File: src/rtl/fifo_wptr_ctrl_pkg.sv
// Shared pointer helpers for the async FIFO write/read pointer controllers.
// Functions work on a fixed wide vector; callers zero-extend and truncate.
package fifo_wptr_ctrl_pkg;
  localparam int DEF_ADDR_WIDTH  = 2;
  localparam int DEF_SYNC_STAGES = 2;
  localparam int PTR_MAX         = 16;

  function automatic logic [PTR_MAX-1:0] bin2gray(input logic [PTR_MAX-1:0] b);
    return b ^ (b >> 1);
  endfunction

  function automatic logic [PTR_MAX-1:0] gray2bin(input logic [PTR_MAX-1:0] g);
    logic [PTR_MAX-1:0] b;
    b[PTR_MAX-1] = g[PTR_MAX-1];
    for (int i = PTR_MAX - 2; i >= 0; i--) begin
      b[i] = b[i+1] ^ g[i];
    end
    return b;
  endfunction
endpackage

File: src/rtl/fifo_wptr_ctrl_ptr_sync.sv
// Multi-bit flop-chain synchroniser; latency STAGES edges, no backpressure.
// Only safe for Gray-coded buses where at most one bit changes per update.
module ptr_sync #(
  parameter int WIDTH  = 3,
  parameter int STAGES = 2
) (
  input  logic             clk,
  input  logic             rst,
  input  logic [WIDTH-1:0] d,
  output logic [WIDTH-1:0] q
);
  logic [STAGES-1:0][WIDTH-1:0] chain;

  always_ff @(posedge clk or negedge rst) begin
    if (!rst) begin
      chain <= '0;
    end else begin
      chain <= {chain[STAGES-2:0], d};
    end
  end

  assign q = chain[STAGES-1];
endmodule

File: src/rtl/fifo_wptr_ctrl.sv
// Async FIFO write-pointer controller: status registered, visible 1 edge after a write,
// SYNC_STAGES+1 edges after a read-pointer change; writes while full are dropped and flagged.
module fifo_wptr_ctrl
  import fifo_wptr_ctrl_pkg::*;
#(
  parameter int ADDR_WIDTH  = DEF_ADDR_WIDTH,
  parameter int SYNC_STAGES = DEF_SYNC_STAGES
) (
  input  logic                  clk,
  input  logic                  rst,
  input  logic                  winc,
  input  logic [ADDR_WIDTH:0]   rptr_gray,
  input  logic [ADDR_WIDTH:0]   af_thresh,
  input  logic                  ovf_clr,
  output logic [ADDR_WIDTH-1:0] waddr,
  output logic                  wclken,
  output logic [ADDR_WIDTH:0]   wptr_gray,
  output logic                  wfull,
  output logic                  walmost_full,
  output logic [ADDR_WIDTH:0]   wcount,
  output logic                  woverflow
);
  localparam int PW = ADDR_WIDTH + 1;

  logic [PW-1:0] wbin, wbin_next;
  logic [PW-1:0] wgray, wgray_next;
  logic [PW-1:0] rsync, rbin;
  logic [PW-1:0] full_ptr;
  logic [PW-1:0] wcount_next;
  logic          wfull_next;
  logic          walmost_full_next;

  ptr_sync #(
    .WIDTH  (PW),
    .STAGES (SYNC_STAGES)
  ) u_rsync (
    .clk (clk),
    .rst (rst),
    .d   (rptr_gray),
    .q   (rsync)
  );

  // Gated by rst so the RAM never sees a write strobe while the pointer is held in reset.
  assign wclken = winc & ~wfull & rst;

  assign wbin_next  = wbin + PW'(wclken);
  assign wgray_next = PW'(bin2gray(PTR_MAX'(wbin_next)));
  assign rbin       = PW'(gray2bin(PTR_MAX'(rsync)));

  // Full when the write pointer is exactly one lap ahead: top two Gray bits inverted.
  assign full_ptr          = rsync ^ (PW'(3) << (PW - 2));
  assign wfull_next        = (wgray_next == full_ptr);
  assign wcount_next       = wbin_next - rbin;
  assign walmost_full_next = (wcount_next >= af_thresh);

  always_ff @(posedge clk or negedge rst) begin
    if (!rst) begin
      wbin         <= '0;
      wgray        <= '0;
      wfull        <= 1'b0;
      walmost_full <= 1'b0;
      wcount       <= '0;
      woverflow    <= 1'b0;
    end else begin
      wbin         <= wbin_next;
      wgray        <= wgray_next;
      wfull        <= wfull_next;
      walmost_full <= walmost_full_next;
      wcount       <= wcount_next;
      if (winc && wfull) begin
        woverflow <= 1'b1;
      end else if (ovf_clr) begin
        woverflow <= 1'b0;
      end
    end
  end

  assign waddr     = wbin[ADDR_WIDTH-1:0];
  assign wptr_gray = wgray;
endmodule
File: config.mk
export PLATFORM = sky130hd
export DESIGN_NAME = fifo_wptr_ctrl
export DESIGN_NICKNAME = d
export VERILOG_FILES = /design/src/rtl/fifo_wptr_ctrl_pkg.sv /design/src/rtl/fifo_wptr_ctrl_ptr_sync.sv /design/src/rtl/fifo_wptr_ctrl.sv
export SDC_FILE = /design/constraint.sdc
export NUM_CORES = 1
export LEC_CHECK = 0
export CORE_MARGIN = 4
export CORE_UTILIZATION = 44
export DETAILED_ROUTE_END_ITERATION = 7
export GPL_TIMING_DRIVEN = 0
export PLACE_DENSITY = 0.75
export SKIP_LAST_GASP = 1
export SYNTH_ARGS = -nofsm -noshare
export SYNTH_HDL_FRONTEND = slang
export SYNTH_HIERARCHICAL = 1
export SYNTH_SLANG_ARGS = --single-unit
File: constraint.sdc
create_clock -name clk -period 3.25 [get_ports clk]
set_clock_uncertainty 0.1 [all_clocks]
set_input_delay 0.4875 -clock clk [delete_from_list [all_inputs] [get_ports clk]]
set_output_delay 0.4875 -clock clk [all_outputs]
set_load 0.005 [all_outputs]
# Word-level counts from Yosys, hierarchy flattened
# Index checks and enable logic that the tools add are counted.
# word_totals
wordCells,23
input_bits,10
output_inout_bits,12
regBits,18
# op_classes
add_sub_neg,2
n_eq_ne,1
n_lt_le_gt_ge,1
n_mux,2
n_bitwise,7
reduce_logical,2
# op_table
op,n
adder 3 x 1 -> 3 bit,1
equality test 3 bit,1
>= comparator 3 bit,1
subtractor 3 bit,1
XOR 3 x 2 -> 3 bit,1
AND 1 bit,2
2-to-1 mux 1 bit,2
NOT 2 bit,1
nonzero test 2 bit,1
XOR 1 bit,2
logical AND 1 bit,1
NOT 1 bit,1

# Logic depth before layout (Yosys ltp)
# logic_depth
depth_word,6
depth_mapped,11
mapped_depth_nobuf,11

# Modules after synthesis
# Netlist, hierarchy kept.
# by_module_without_submodules
mod,area_per_inst_um2,cells_each,seq_area_each_um2,instances
fifo_wptr_ctrl,568.0,48,275.3,1
ptr_sync,172.7,9,150.1,1

# Least setup slack after synthesis
# No wires, ideal clock.
# synth_timing
kind,input to register
startpoint,input port rst
endpoint,register walmost_full
arrival_time_ps,2269
setup_ps,118
required_ps,3032
path_slack_ps,763
stages,11
path_buffers,0
path_cell_list,nand2_1 > nor2_1 > ha_1 > inv_1 > ha_1 > inv_1 > fa_1 > xor2_1 > xnor2_1 > ha_1 > a21o_1
# synth_between
elab_chain_cells,4
# synth_lines
element,line_no,rtl
"start, declared",fifo_wptr_ctrl.sv:10,"input logic rst,"
AND 1 bit,fifo_wptr_ctrl.sv:44,assign wclken = winc & ~wfull & rst;
via wclken,fifo_wptr_ctrl.sv:16,"output logic wclken,"
adder 3 x 1 -> 3 bit,fifo_wptr_ctrl.sv:46,assign wbin_next = wbin + PW'(wclken);
via wbin_next[0],fifo_wptr_ctrl.sv:25,"logic [PW-1:0] wbin, wbin_next;"
subtractor 3 bit,fifo_wptr_ctrl.sv:53,assign wcount_next = wbin_next - rbin;
via wcount_next[2],fifo_wptr_ctrl.sv:29,logic [PW-1:0] wcount_next;
>= comparator 3 bit,fifo_wptr_ctrl.sv:54,assign walmost_full_next = (wcount_next >= af_thresh);
via walmost_full_next,fifo_wptr_ctrl.sv:31,logic walmost_full_next;
"end signal, assigned",fifo_wptr_ctrl.sv:68,walmost_full <= walmost_full_next;
"end, declared",fifo_wptr_ctrl.sv:19,"output logic walmost_full,"
# The timed path passes the listed nets, and every way through them passes these cells.
# A chain may end at the register's enable or synchronous reset.

# Worst setup path in the final report
# layout_timing
startpoint,input port winc
endpoint,register walmost_full
# layout_between
elab_chain_cells,5
# layout_lines
element,line_no,rtl
"start, declared",fifo_wptr_ctrl.sv:11,"input logic winc,"
AND 1 bit (2 in series),fifo_wptr_ctrl.sv:44,
adder 3 x 1 -> 3 bit,fifo_wptr_ctrl.sv:46,
via wbin_next[0],fifo_wptr_ctrl.sv:25,
subtractor 3 bit,fifo_wptr_ctrl.sv:53,
via wcount_next[2],fifo_wptr_ctrl.sv:29,
>= comparator 3 bit,fifo_wptr_ctrl.sv:54,
via walmost_full_next,fifo_wptr_ctrl.sv:31,
# The timed path passes the listed nets, and every way through them passes these cells.

==> results.md <==
- Die Wd: 49.0 um
- Syn Inst Count: 57
- Vias in the first global route: 519
- Startpoint types: input port
- Root Driver: clkbuf_4
- Register bit total from synthesis: 17
- Max_slew headroom: 71.9%
- Worst reg2reg setup slack: 0.65 ns
- Net switching power: 279 uW
- Max-slew violation count: 0
- Post-Synthesis Mean Instance Area: 13.0 um^2
- Setup TNS Final: 0 ns
- Crit. End Element: flip-flop
- Hold crit path type: input port to async pin
- Post-route ant nets: 0
- CTS Buf Count: 3
- Cell Area, Synth: 741 um^2
- Site row count: 14
- Reg area: 425 um^2
- Most area-hungry cell type in the Yosys netlist: dfrtp_1
- I/O Pins: 22
- Most numerous cell in the Yosys netlist: dfrtp_1
- CP max stage delay: 0.48 ns
- Drt initial violations: 0
- DRT Pass-1 Iters: 1
- Starting Density: 48.1%
- Clk slew on worst S/H paths: 0.10 ns
- DR vias: 463
- CORE AREA: 1540 um^2
- Max VDD drop: 446 uV
- CTS H-tree depth: 1
- Clk_lat worst skew: 0.28 ns
- Mux contribution to synthesized area: 2.70%
- Reg2reg start: u_rsync/q[2]
- Warnings from Yosys: 6
- DRT Wirelength: 1160 um
- RSZ-0062 raised after global routing: false
- Antenna violations before repair: 0
- FILL cells: 128
- CP cell instances: clkdlybuf4s50_1 -> nand2_1 -> nor2_1 -> ha_1 -> inv_1 -> ha_1 -> inv_1 -> fa_1 -> xor2_1 -> xnor2_1 -> ha_1 -> a21o_1
- Setup violators final: 0
- Post-synth EDFFs: 0
- Comb pwr share: 50.8%
- Synth Area in Compound Gates: 4.73%
- Final layout net count: 100
- Ranking of synthesized cells by area: dfrtp_1, ha_1, xor2_1
- Detail Placement HPWL: 961 um
- Flop pwr share: 36.7%
- DRC: 0
- Die area: 2400 um^2
- CTS Buffer Depth: 2
- Area of the multi-input gates: 270 um^2
- CP most frequent cell: ha_1
- Pin count of the biggest net entering global routing: 19
- Diodes inserted: 0
- First-pass GRT wire length: 2150 um
- Power share of the clock group: 12.5%
- Worst-Margin Slew: 0.422 ns
- Final Cell Area: 993 um^2
- LEAKAGE: 0.000476 uW
- Sequential area share after synthesis: 57.4%
- Syn_nets: 74
- FF-to-FF path depth: 11
- Height of the die: 49.0 um
- Synth-to-layout area growth: 34.1%
- CP Data Arrival Time: 2.91 ns
- Ys async rst share: 100%
- Sw frac: 32.1%
- FF-to-FF End: walmost_full
- Crit-path max FO: 4
- CTS sink cnt: 17
- Outcome: finished, final reports clean
- Hold Fails Final Rpt: 0
- F_max: 0.354 GHz
- Slowest cell on crit path: clkdlybuf4s50_1
- CTS tree: done
- Via density: 4.72
- Grt ovf: 0
- Share of post-route cells with drive strength above 1: 13.4%
- Total Power: 869 uW
- CP required: 3.33 ns
- DR WL/cell: 11.9 um
- Internal Dissipation: 590 uW
- Final critical-path required period: 2.83 ns
- Pwr Density: 875 nW/um^2
- Distinct cells, synth: 17
- Commonest cells post-synth: dfrtp_1, ha_1, inv_1
- # port buffers: 21
- Most common flop cell mapped by yosys: dfrtp_1
- Adder-Cell Fraction of Synth Area: 12.8%
- Routability cong.: 0.658
- Critical path class: input port to flip-flop
- Fin crit share: 86.9%
- # Max-Cap Violations: 0
- Synth Area in XOR/XNOR: 9.29%
- Placed cell area: 971 um^2
- Largest family of logic cells by synthesized area: adder cells
- Synth top area share: 57.4%
- Synth Area in Simple Gates: 6.93%
- GR Util All Layers: 11.2%
==> how the worst max path moves through the flow <==
stage                     start           end  slack, ns
final                      winc  walmost_full       0.42
after global routing       winc  walmost_full       0.24
after CTS                   rst  walmost_full       0.06
after detailed placement    rst  walmost_full      -0.52
after global placement      rst  walmost_full      -0.43
after floorplan             rst  walmost_full       0.76
==> metrics by stage <==
step / hold WS, ns / utilization, % / setup WS [ns] / instances
after floorplan: 0.0919 / - / 0.763 / 57
after global placement: 0.235 / 63.0 / -0.428 / 94
after detailed placement: 0.240 / 63.0 / -0.519 / 94
after CTS: 0.267 / 64.7 / 0.0609 / 98
after global routing: 0.0361 / 64.4 / 0.243 / 98
final: 0.0166 / 64.4 / 0.425 / 98
==> power groups by stage <==
stage	clock network, uW	logic [uW]	registers (uW)
6_report	109	442	319
5_1_grt	124	495	327
4_1_cts	114	457	320
3_5_place_dp	0	455	325
3_3_place_gp	0	435	320
2_1_floorplan	0	235	332
==> per-layer routing <==
| layer | track usage (%) | wire (um) | vias up |
|---|---|---|---|
| met3 | 3.36 | 81 | 2 |
| li1 | - | - | 227 |
| met5 | 0 | 0 | - |
| met2 | 21.1 | 604 | 19 |
| met4 | 4.04 | 7 | 0 |
| met1 | 11.4 | 470 | 215 |
==> worst max-delay path, delay by kind of cell <==
kind | cells | cell delay (ns)
adders and majority gates | 4 | 1.10
xor gates and xnor gates | 2 | 0.37
AOI/OAI and AO/OA | 1 | 0.16
and+or+nand+nor | 2 | 0.19
buffers and inverters | 3 | 0.62
==> sequential cells by signal (all words and copies together), names as in the netlist <==
register,cells
wfull,1
u_rsync/q,3
walmost_full,1
woverflow,1
wcount,3
wptr_gray,2
u_rsync/chain,3
wbin,3
==> placed cells by master (no fill, tap or decap), drive strengths merged <==
cell type	count
a21o	2
buf	3
clkbuf	4
clkdlybuf4s50	20
clkinv	1
dfrtp	17
fa	1
ha	6
inv	6
mux2i	2
nand2	4
nand2b	1
nor2	3
nor2b	2
o21ai	1
o2bb2ai	1
or2	1
xnor2	2
xor2	5
==> cell type report <==
type,count,share of cell area [%]
Buffer,3,2.27
Clock inverter,1,0.504
Multi-Input combinational cell,31,27.2
Clock buffer,3,2.27
Tap cell,16,2.02
Timing Repair Buffer,21,20.7
Sequential cell,17,42.8
Inverter,6,2.27
==> kinds of logic (layout without fill, tap and decap cells) <==
group                      Yosys count  count (layout)
buffers and inverters                9              34
DFF                                 17              17
and+or+nand+nor                     11              11
muxes                                2               2
adders and majority gates            7               7
xor gates and xnor gates             7               7
AOI/OAI and AO/OA                    4               4
==> what timing repair did <==
action / CTS / global route
pin swaps: 0 / 0
resized for setup: 1 / 2
setup endpoints to repair: 1 / 1
hold buffers: 0 / 0
setup buffers: 0 / 0
Note: power is estimated with default switching activity, not from simulation.
==> patch (config.mk and constraints unchanged) <==
Make the reset (`rst`) synchronous in 2 clocked blocks. Comments in the files are not updated.
--- a/src/rtl/fifo_wptr_ctrl_ptr_sync.sv
+++ b/src/rtl/fifo_wptr_ctrl_ptr_sync.sv
@@ -13,3 +13,3 @@
 
-  always_ff @(posedge clk or negedge rst) begin
+  always_ff @(posedge clk) begin
     if (!rst) begin
--- a/src/rtl/fifo_wptr_ctrl.sv
+++ b/src/rtl/fifo_wptr_ctrl.sv
@@ -55,3 +55,3 @@
 
-  always_ff @(posedge clk or negedge rst) begin
+  always_ff @(posedge clk) begin
     if (!rst) begin
Formal check against the unedited RTL: differs if rst is asserted again (counterexample within 4 cycles, from zero or initial values and one cycle with rst low); with rst held inactive, the same outputs for 10 cycles.
==> patch against the unedited design <==
Sequential share of layout area down 8.3 points; critical path depth up 1; count of clock-buffer cells in the layout unchanged; sequential cell count unchanged; synthesized cell count up 19%; register-to-register slack better by 140 ps; worst setup slack better by 46 ps; area after synthesis down 2.4%; worst hold slack better by 330 ps; wire length down 1.8%; highest routed layer unchanged; final area down 0.63%; largest cell class is now multi-input combinational cells.
Power is not compared: it rests on default switching activity, and its combinational part moved more than twofold at a synthesized area within 25%.
==> patch: results (changes against the unedited design) <==
register-to-register setup slack=790 ps (+140 ps); drt first pass iters=2 (+1); Iteration-0 DRC Markers=4 (+4); dpl cells=105 (+12%); number of global-route vias before repair=473 (-8.9%); ant diodes=0 (unchanged); leakage=0.436 nW; WHS=344 ps (+327 ps); number of gates resized after CTS=0 (-1); pin count of the biggest net entering global routing=11 (-8); Net Count, Synth=85 (+15%); Async S/R FF share, synth=0% (-100 points); placed cell area=953 µm² (-1.8%); GRT Total Usage=10.8% (-0.42 points); buffers from clock root to sink, at most=2 (unchanged); Primary FF master, synth=dfxtp_1; port bufs=21 (unchanged); peak supply drop=0.262 mV; Synth cell types=20 (+3); critical path peak fanout=3 (-1); CP peak stage delay=490 ps; post-CTS setup buffer count=0 (unchanged); TritonCTS buffer count=3 (unchanged); worst hold path type=flop to flop; first-pass GRT wire length=1940 µm (-9.7%); relative slew slack=79.7% (+7.8 points); final wirelength=1140 µm (-1.8%); Avg WL per Cell=10.5 µm (-12%); FF-to-FF path depth=11 (unchanged); H-tree depth=1 (unchanged); RD Place Congestion=0.670 (+1.7%); top cells by area, synth=dfxtp_1, and2_1, ha_1, xnor2_1, buf_4; run status=finished, final reports clean; Seq/Total Area, Yosys=47.1% (-10 points); Root Driver=clkbuf_4; DP HPWL=932 µm (-2.9%); initial antenna violation count=0 (unchanged); Buf/Inv on CP=3 (unchanged); Worst Hold Path Cells=1; Crit path max-delay family=adder cells; Sw Pwr=0.108 mW; FF-to-FF Start=u_rsync/q[2]; Worst EP arrival=2870 ps (-40 ps); share of cells above drive strength 1=10.8% (-2.7 points); critical path's slowest cell=clkdlybuf4s50_1; post-layout net count=111 (+11%); Syn. warnings=6 (unchanged); vias per std cell=4.48 (-5.2%); Worst Hold Path EP=u_rsync/q[2]; r2r endpoint=walmost_full; Synth top cells by count=dfxtp_1, and2_1, ha_1, xnor2_1, inv_1; Avg Cell Area, Syn=10.6 µm² (-18%); worst skew pair latency=290 ps; worst hold start=u_rsync/chain[2]
patch: changes by cell type after synthesis, sizes merged, moves of 3 or more:
| cell | delta |
|---|---|
| and2 | +12 |
| dfrtp | -17 |
| dfxtp | +17 |
| xnor2 | +5 |
| xor2 | -3 |
patch: kinds of logic after synthesis:
kind of cell,share of synthesized area [%]
AND/OR/NAND/NOR,18.7
XOR/XNOR,11.9
buffers and inverters,5.71
AO/OA/AOI/OAI,3.46
flip-flops,47.1
adder cells (fa/ha/maj),13.1
patch: area by class of cell:
class / instances / area (µm²)
fill: 123 / 537
multi-input combinational: 43 / 342
sequential: 17 / 340
timing repair buffer: 21 / 213
buffer: 4 / 30.0
clock buffer: 3 / 22.5
tap: 16 / 20.0
inverter: 4 / 15.0
clock inverter: 1 / 5.00
patch: worst register-to-register path, stage by stage (launching register included):
cell	delay [ps]
dfxtp_1	310
buf_4	140
xnor2_1	280
xnor2_1	170
ha_1	170
inv_1	50
fa_1	370
xnor2_1	170
xnor2_1	160
ha_1	260
a21oi_1	130
nor2b_1	60
patch: per-stage QoR:
| step | setup TNS (ps) | worst slack, ps | util [%] | power, mW |
|---|---|---|---|---|
| after floorplan | 0 | 549 | - | 0.288 |
| after global placement | -257 | -257 | 62.6 | 0.330 |
| after detailed placement | -293 | -293 | 62.6 | 0.335 |
| after CTS | 0 | 12.5 | 64.4 | 0.447 |
| after global routing | 0 | 285 | 64.8 | 0.467 |
| final | 0 | 471 | 64.8 | 0.440 |
patch: worst max-delay path by stage:
stage	start	end	slack, ps	cells after the start
floorplan	rst	walmost_full	550	11
global placement	rst	walmost_full	-260	12
detailed placement	rst	walmost_full	-290	14
CTS	rst	walmost_full	10	14
global route	rst	walmost_full	280	14
finish	winc	walmost_full	470	13
patch: power by group through the flow:
stage                     Sequential, mW  Combinational, mW  Clock (mW)
final                              0.227              0.101       0.112
after global placement             0.232             0.0987           0
after CTS                          0.228              0.103       0.116
after floorplan                    0.234             0.0547           0
after global routing               0.229              0.114       0.124
after detailed placement           0.233              0.103           0
patch: routing by layer:
| metal | vias to the layer above | routed length [µm] | track usage, % |
|---|---|---|---|
| met2 | 15 | 569 | 18.9 |
| met5 | - | 0 | 0 |
| met4 | 0 | 39 | 9.87 |
| li1 | 261 | - | - |
| met3 | 5 | 67 | 2.76 |
| met1 | 207 | 464 | 9.89 |
